**src/rtl/pixel_color_fifo.sv**
```systemverilog
// Elastic RGB buffer between shader output and HDMI pixel stage.
// Fallback colour on underflow, frame-start flush, saturating debug counters.
module pixel_color_fifo #(
    parameter int          DEPTH        = 16,
    parameter int          ADDR_WIDTH   = 4,
    parameter int          AFULL_LEVEL  = 12,
    parameter logic [23:0] FALLBACK_RGB = 24'h202040
) (
    input  logic                  clk,
    input  logic                  rst,
    input  logic                  flush,
    input  logic                  wr_valid,
    input  logic [7:0]            wr_red,
    input  logic [7:0]            wr_green,
    input  logic [7:0]            wr_blue,
    input  logic                  rd_en,
    output logic                  rd_valid,
    output logic [7:0]            rd_red,
    output logic [7:0]            rd_green,
    output logic [7:0]            rd_blue,
    output logic                  rd_underflow,
    output logic [ADDR_WIDTH:0]   level,
    output logic                  almost_full,
    output logic                  empty,
    output logic                  full,
    output logic [15:0]           overflow_cnt,
    output logic [15:0]           underflow_cnt
);

    localparam logic [ADDR_WIDTH:0] DEPTH_L = (ADDR_WIDTH+1)'(DEPTH);
    localparam logic [ADDR_WIDTH:0] AFULL_L = (ADDR_WIDTH+1)'(AFULL_LEVEL);

    logic [23:0]           mem [DEPTH];
    logic [ADDR_WIDTH-1:0] wr_ptr_q, wr_ptr_d;
    logic [ADDR_WIDTH-1:0] rd_ptr_q, rd_ptr_d;
    logic [ADDR_WIDTH:0]   level_q, level_d;
    logic                  empty_q, full_q, afull_q;
    logic                  rd_valid_q, rd_uf_q;
    logic [23:0]           rd_rgb_q, rd_rgb_d;
    logic [15:0]           ocnt_q, ocnt_d;
    logic [15:0]           ucnt_q, ucnt_d;
    logic                  wr_ok, rd_ok, ovf, unf;

    // Both sides judged against the pre-edge level; a read frees the full slot.
    always_comb begin
        wr_ok    = 1'b0;
        rd_ok    = 1'b0;
        ovf      = 1'b0;
        unf      = 1'b0;
        wr_ptr_d = wr_ptr_q;
        rd_ptr_d = rd_ptr_q;
        level_d  = level_q;
        rd_rgb_d = rd_rgb_q;
        ocnt_d   = ocnt_q;
        ucnt_d   = ucnt_q;
        if (flush) begin
            wr_ptr_d = '0;
            rd_ptr_d = '0;
            level_d  = '0;
            if (rd_en) rd_rgb_d = FALLBACK_RGB;
        end else begin
            rd_ok = rd_en && !empty_q;
            unf   = rd_en && empty_q;
            wr_ok = wr_valid && (!full_q || rd_en);
            ovf   = wr_valid && full_q && !rd_en;
            if (rd_ok) begin
                rd_rgb_d = mem[rd_ptr_q];
                rd_ptr_d = rd_ptr_q + 1'b1;
            end
            if (unf) rd_rgb_d = FALLBACK_RGB;
            if (wr_ok) wr_ptr_d = wr_ptr_q + 1'b1;
            unique case ({wr_ok, rd_ok})
                2'b10:   level_d = level_q + 1'b1;
                2'b01:   level_d = level_q - 1'b1;
                default: level_d = level_q;
            endcase
            if (ovf && ocnt_q != 16'hFFFF) ocnt_d = ocnt_q + 1'b1;
            if (unf && ucnt_q != 16'hFFFF) ucnt_d = ucnt_q + 1'b1;
        end
    end

    always_ff @(posedge clk) begin
        if (rst) begin
            wr_ptr_q   <= '0;
            rd_ptr_q   <= '0;
            level_q    <= '0;
            empty_q    <= 1'b1;
            full_q     <= 1'b0;
            afull_q    <= 1'b0;
            rd_valid_q <= 1'b0;
            rd_uf_q    <= 1'b0;
            rd_rgb_q   <= FALLBACK_RGB;
            ocnt_q     <= '0;
            ucnt_q     <= '0;
        end else begin
            wr_ptr_q   <= wr_ptr_d;
            rd_ptr_q   <= rd_ptr_d;
            level_q    <= level_d;
            empty_q    <= (level_d == '0);
            full_q     <= (level_d == DEPTH_L);
            afull_q    <= (level_d >= AFULL_L);
            rd_valid_q <= rd_en;
            rd_uf_q    <= unf;
            rd_rgb_q   <= rd_rgb_d;
            ocnt_q     <= ocnt_d;
            ucnt_q     <= ucnt_d;
        end
    end

    // Storage is deliberately not reset.
    always_ff @(posedge clk) begin
        if (!rst && !flush && wr_ok) begin
            mem[wr_ptr_q] <= {wr_red, wr_green, wr_blue};
        end
    end

    assign rd_valid      = rd_valid_q;
    assign rd_underflow  = rd_uf_q;
    assign rd_red        = rd_rgb_q[23:16];
    assign rd_green      = rd_rgb_q[15:8];
    assign rd_blue       = rd_rgb_q[7:0];
    assign level         = level_q;
    assign almost_full   = afull_q;
    assign empty         = empty_q;
    assign full          = full_q;
    assign overflow_cnt  = ocnt_q;
    assign underflow_cnt = ucnt_q;

endmodule

```
**config.mk**
```make
export PLATFORM = sky130hd
export DESIGN_NAME = pixel_color_fifo
export DESIGN_NICKNAME = d
export VERILOG_FILES = /design/src/rtl/pixel_color_fifo.sv
export SDC_FILE = /design/constraint.sdc
export NUM_CORES = 1
export LEC_CHECK = 0
export CAP_MARGIN = 20
export CORE_ASPECT_RATIO = 0.9
export CORE_MARGIN = 5
export CORE_UTILIZATION = 53
export CTS_CLUSTER_SIZE = 8
export DETAILED_ROUTE_END_ITERATION = 7
export PLACE_DENSITY = 0.69
export SLEW_MARGIN = 20
export SYNTH_ARGS = -nofsm -noshare
export SYNTH_HDL_FRONTEND = slang
export SYNTH_SLANG_ARGS = --single-unit
```
**constraint.sdc**
```tcl
create_clock -name clk -period 6.2 [get_ports clk]
set_input_delay 0.93 -clock clk [delete_from_list [all_inputs] [get_ports clk]]
set_output_delay 0.93 -clock clk [all_outputs]
set_load 0.02 [all_outputs]
```
==> results by stage <==
Run status:
- The flow ran to the end, and the final reports show no timing, DRC or antenna violations.

Drt:
- Before antenna repair, the detailed router went through 5 iterations.
- Once detail routing completed, the nets flagged for antenna violations numbered 0.
- Using the TritonRoute via totals, the vias-per-cell ratio works out to 5.99.
- The routed layout has 9152 vias.
- After detailed routing, the average wire length per cell comes to 24.5 um.
- In the routed design, unresolved DRC markers number 0.
- For this block, the initial DRC count from the detailed router was between 600 and 700.
- The sum of routed wire length over all layers is 37.5 mm.

CTS:
- TritonCTS built the clock tree.
- The number of clock buffers added by TritonCTS is 68.
- The number of setup buffers added after CTS is 0.
- The cell chosen for the clock root is sky130_fd_sc_hd__clkbuf_16.
- The number of H-tree levels is 3.
- Counting every sink on the clock net gives 462.
- The cts-stage hold buffer count is 0.
- The post-cts repair resize count is 0.
- The clock passes through at most 3 buffers.
- After clock tree synthesis, the clock-pin slew on the worst setup and hold paths is approximately 50 ps.
- The clock latency on the worst-skew pair is 570 ps.

Synthesis:
- Counting flops and latches in the post-synthesis netlist gives 462.
- The dominant register cell in the synthesized netlist is sky130_fd_sc_hd__edfxtp_1.
- For this run, asynchronously set or reset flops after synthesis account for 0%.
- The average cell area after synthesis is roughly 20 um^2.
- The Yosys step of the flow raised 0 warnings.
- Synthesis produced a netlist with a net count of 951.
- The count of different cell masters after synthesis is 52.
- The instance count of the mapped netlist is 912.
- Summing every instance area after synthesis gives 0.0179 mm^2.
- Yosys mapped a number of flops with a built-in enable equal to between 300 and 400.
- The register area share after synthesis is 73.2%.

Finish:
- The total area of sequential cells is 0.0131 mm^2.
- The layout overhead on the synthesized area is 19.3%.
- After the last flow step, the layout net total stands at 1090.
- In the layout the commonest cells are sky130_fd_sc_hd__edfxtp_1 (384), sky130_fd_sc_hd__mux4_2 (120), sky130_fd_sc_hd__clkdlybuf4s50_1 (94), sky130_fd_sc_hd__dfxtp_1 (75), sky130_fd_sc_hd__clkbuf_16 (68).
- The final design utilization is 64.4%.
- Cells with a size suffix above 1 make up 21.0% of the layout.
- The most common cell after layout, fill and taps aside is sky130_fd_sc_hd__edfxtp_1.
- The number of antenna repair diodes is 0.
- The multi-input combinational cells in the finished layout cover a total of 0.00453 mm^2.
- Counting the fill cells in the layout gives 2213.

Worst setup path:
- The worst setup path is of the in -> reg kind.
- The worst register-to-register path has a setup slack of 3230 ps.
- The maximum fanout along the worst path is 10.
- The nature of the critical path endpoint is a flip-flop.
- The startpoint type of the worst setup path is an input port.
- STA puts the critical path data arrival time at 4110 ps.
- The required time of the critical path is approximately 6600 ps.

Timing:
- Setup repair after global routing left no endpoint under its margin.
- The final critical path takes up between 50% and 60% of the cycle.
- The transition time at the pin with the least slew margin is 867 ps.
- The number of max-slew violations in the final report came to 0.
- The worst setup skew after layout is 17.0 ps.
- Based on the critical path, the design can be clocked at up to 0.270 GHz.
- The shortest clock period the worst path allows after layout is 3700 ps.
- The number of failing hold endpoints at the final stage is 0.
- The setup TNS is 0 ps.
- The final setup violation count is 0.
- The normalized max-slew margin is between 40% and 50%.

Global route:
- Entering global routing, the biggest net connects 84 pins.
- The first-pass GRT wire length is ~58 mm.
- The total congestion overflow is 0.
- The number of global-route vias before repair is approximately 9500.
- The number of antenna violations at the first check in global routing is 0.
- For this run, the total global-route usage over all layers was measured as 20.5%.

Floorplanning:
- The starting density of the core is 54.0%.
- The core region area is 0.0331 mm^2.
- After floorplanning, the core was divided into 63 placement rows.
- The die is 204 um wide.
- The die boundary height is between 150 and 200 um.
- The floorplan step defined a die boundary enclosing 0.0375 mm^2.
- During I/O placement, the number of pins put on the boundary was 95.

Power:
- The power density over the cells is 325 mW/mm^2.
- The maximum vdd ir drop is 0.275 mV.
- The total power after layout is between 6 and 7 mW.
- The leakage power total is 6.69 nW.

Placement:
- The count of buffers added on input and output ports is 94.
- At the end of routability-driven placement, the weighted congestion stood at 0.807.
- The post-detailed-placement half-perimeter wirelength is 20.5 mm.

Min path:
- The worst hold-check path type is reg -> reg.

Job:
- Across the run, the number of max-cap violations was 0.
final timing paths:
path | endpoint | cells past startpoint | from
min | rd_rgb_q[16]$_SDFFE_PP0P_ | 1 | rd_rgb_q[16]$_SDFFE_PP0P_
min reg2reg | rd_rgb_q[16]$_SDFFE_PP0P_ | 1 | rd_rgb_q[16]$_SDFFE_PP0P_
max reg2reg | almost_full$_SDFF_PP0_ | 11 | full$_SDFF_PP0_
max | almost_full$_SDFF_PP0_ | 12 | rd_en
routing by layer:
| layer | wire length (um) | track usage (%) | vias to the layer above |
|---|---|---|---|
| met4 | 677 | 6.31 | 0 |
| met5 | 0 | 0 | - |
| li1 | - | - | 4019 |
| met3 | 2150 | 3.85 | 55 |
| met1 | 16200 | 29.3 | 4788 |
| met2 | 18500 | 32.8 | 290 |
power by group:
part	switching (mW)	internal, mW
clock network	1.31	2.09
logic	0.0941	0.0641
registers	0.00979	3.38
Yosys cell counts, types with 6 or more instances:
library cell	n	share of area, %
sky130_fd_sc_hd__edfxtp_1	384	64
sky130_fd_sc_hd__ha_1	10	0.70
sky130_fd_sc_hd__inv_1	6	0.13
sky130_fd_sc_hd__buf_2	9	0.25
sky130_fd_sc_hd__nor2b_1	6	0.21
sky130_fd_sc_hd__and2_1	17	0.59
sky130_fd_sc_hd__nor2_1	59	1.2
sky130_fd_sc_hd__a21oi_1	9	0.25
sky130_fd_sc_hd__nor3_1	8	0.22
sky130_fd_sc_hd__a32o_1	21	1.2
sky130_fd_sc_hd__nand2_1	20	0.42
sky130_fd_sc_hd__nand3_1	15	0.42
sky130_fd_sc_hd__clkbuf_1	30	0.63
sky130_fd_sc_hd__mux4_2	120	15
sky130_fd_sc_hd__nand4_1	14	0.49
sky130_fd_sc_hd__xor2_1	26	1.3
sky130_fd_sc_hd__dfxtp_1	78	8.7
sky130_fd_sc_hd__xnor2_1	11	0.54
area by class of cell:
class                   count  area share [%]
inverters                   8           0.141
multi-input cells         393            21.2
flip-flops and latches    462            61.4
clock inverters             8           0.551
clock buffers             117            8.89
well taps                 422            2.47
repair buffers            118            5.31
cell families (layout without fill, tap and decap cells):
group | count (synthesis) | after routing | share of synthesized area (%)
XOR/XNOR | 37 | 37 | 1.81
AO/OA/AOI/OAI | 53 | 53 | 2.39
AND/OR/NAND/NOR | 168 | 168 | 4.95
adder cells (fa/ha/maj) | 10 | 10 | 0.699
buffers and inverters | 57 | 251 | 1.57
flip-flops | 462 | 462 | 73.2
multiplexers | 125 | 125 | 15.4
critical path, stage by stage:
cell	delay (ps)
sky130_fd_sc_hd__clkdlybuf4s50_1	690
sky130_fd_sc_hd__nand2b_1	170
sky130_fd_sc_hd__and2_1	310
sky130_fd_sc_hd__inv_2	110
sky130_fd_sc_hd__ha_1	310
sky130_fd_sc_hd__xor2_1	190
sky130_fd_sc_hd__ha_1	240
sky130_fd_sc_hd__a21o_1	200
sky130_fd_sc_hd__a22oi_1	210
sky130_fd_sc_hd__nor2_1	60
sky130_fd_sc_hd__o311ai_1	500
sky130_fd_sc_hd__o22ai_1	160
registers in the layout (all words and copies together), names as in the netlist, named ones only:
name,cells
rd_rgb_q,24
rd_valid,1
full,1
underflow_cnt,16
wr_ptr_q,4
overflow_cnt,16
rd_underflow,1
rd_ptr_q,4
mem,384
level,5
empty,1
almost_full,1
metrics by stage:
stage | hold slack (ps) | std cells | setup WS [ps] | cell area, um^2
2_1_floorplan | 482 | 912 | 2530 | 17900
3_3_place_gp | 451 | 1403 | 2060 | 19300
3_5_place_dp | 454 | 1403 | 1970 | 19300
4_1_cts | 466 | 1528 | 2570 | 21300
5_1_grt | 493 | 1528 | 2270 | 21300
6_report | 465 | 1528 | 2500 | 21300
Note: power is estimated with default switching activity, not from simulation.
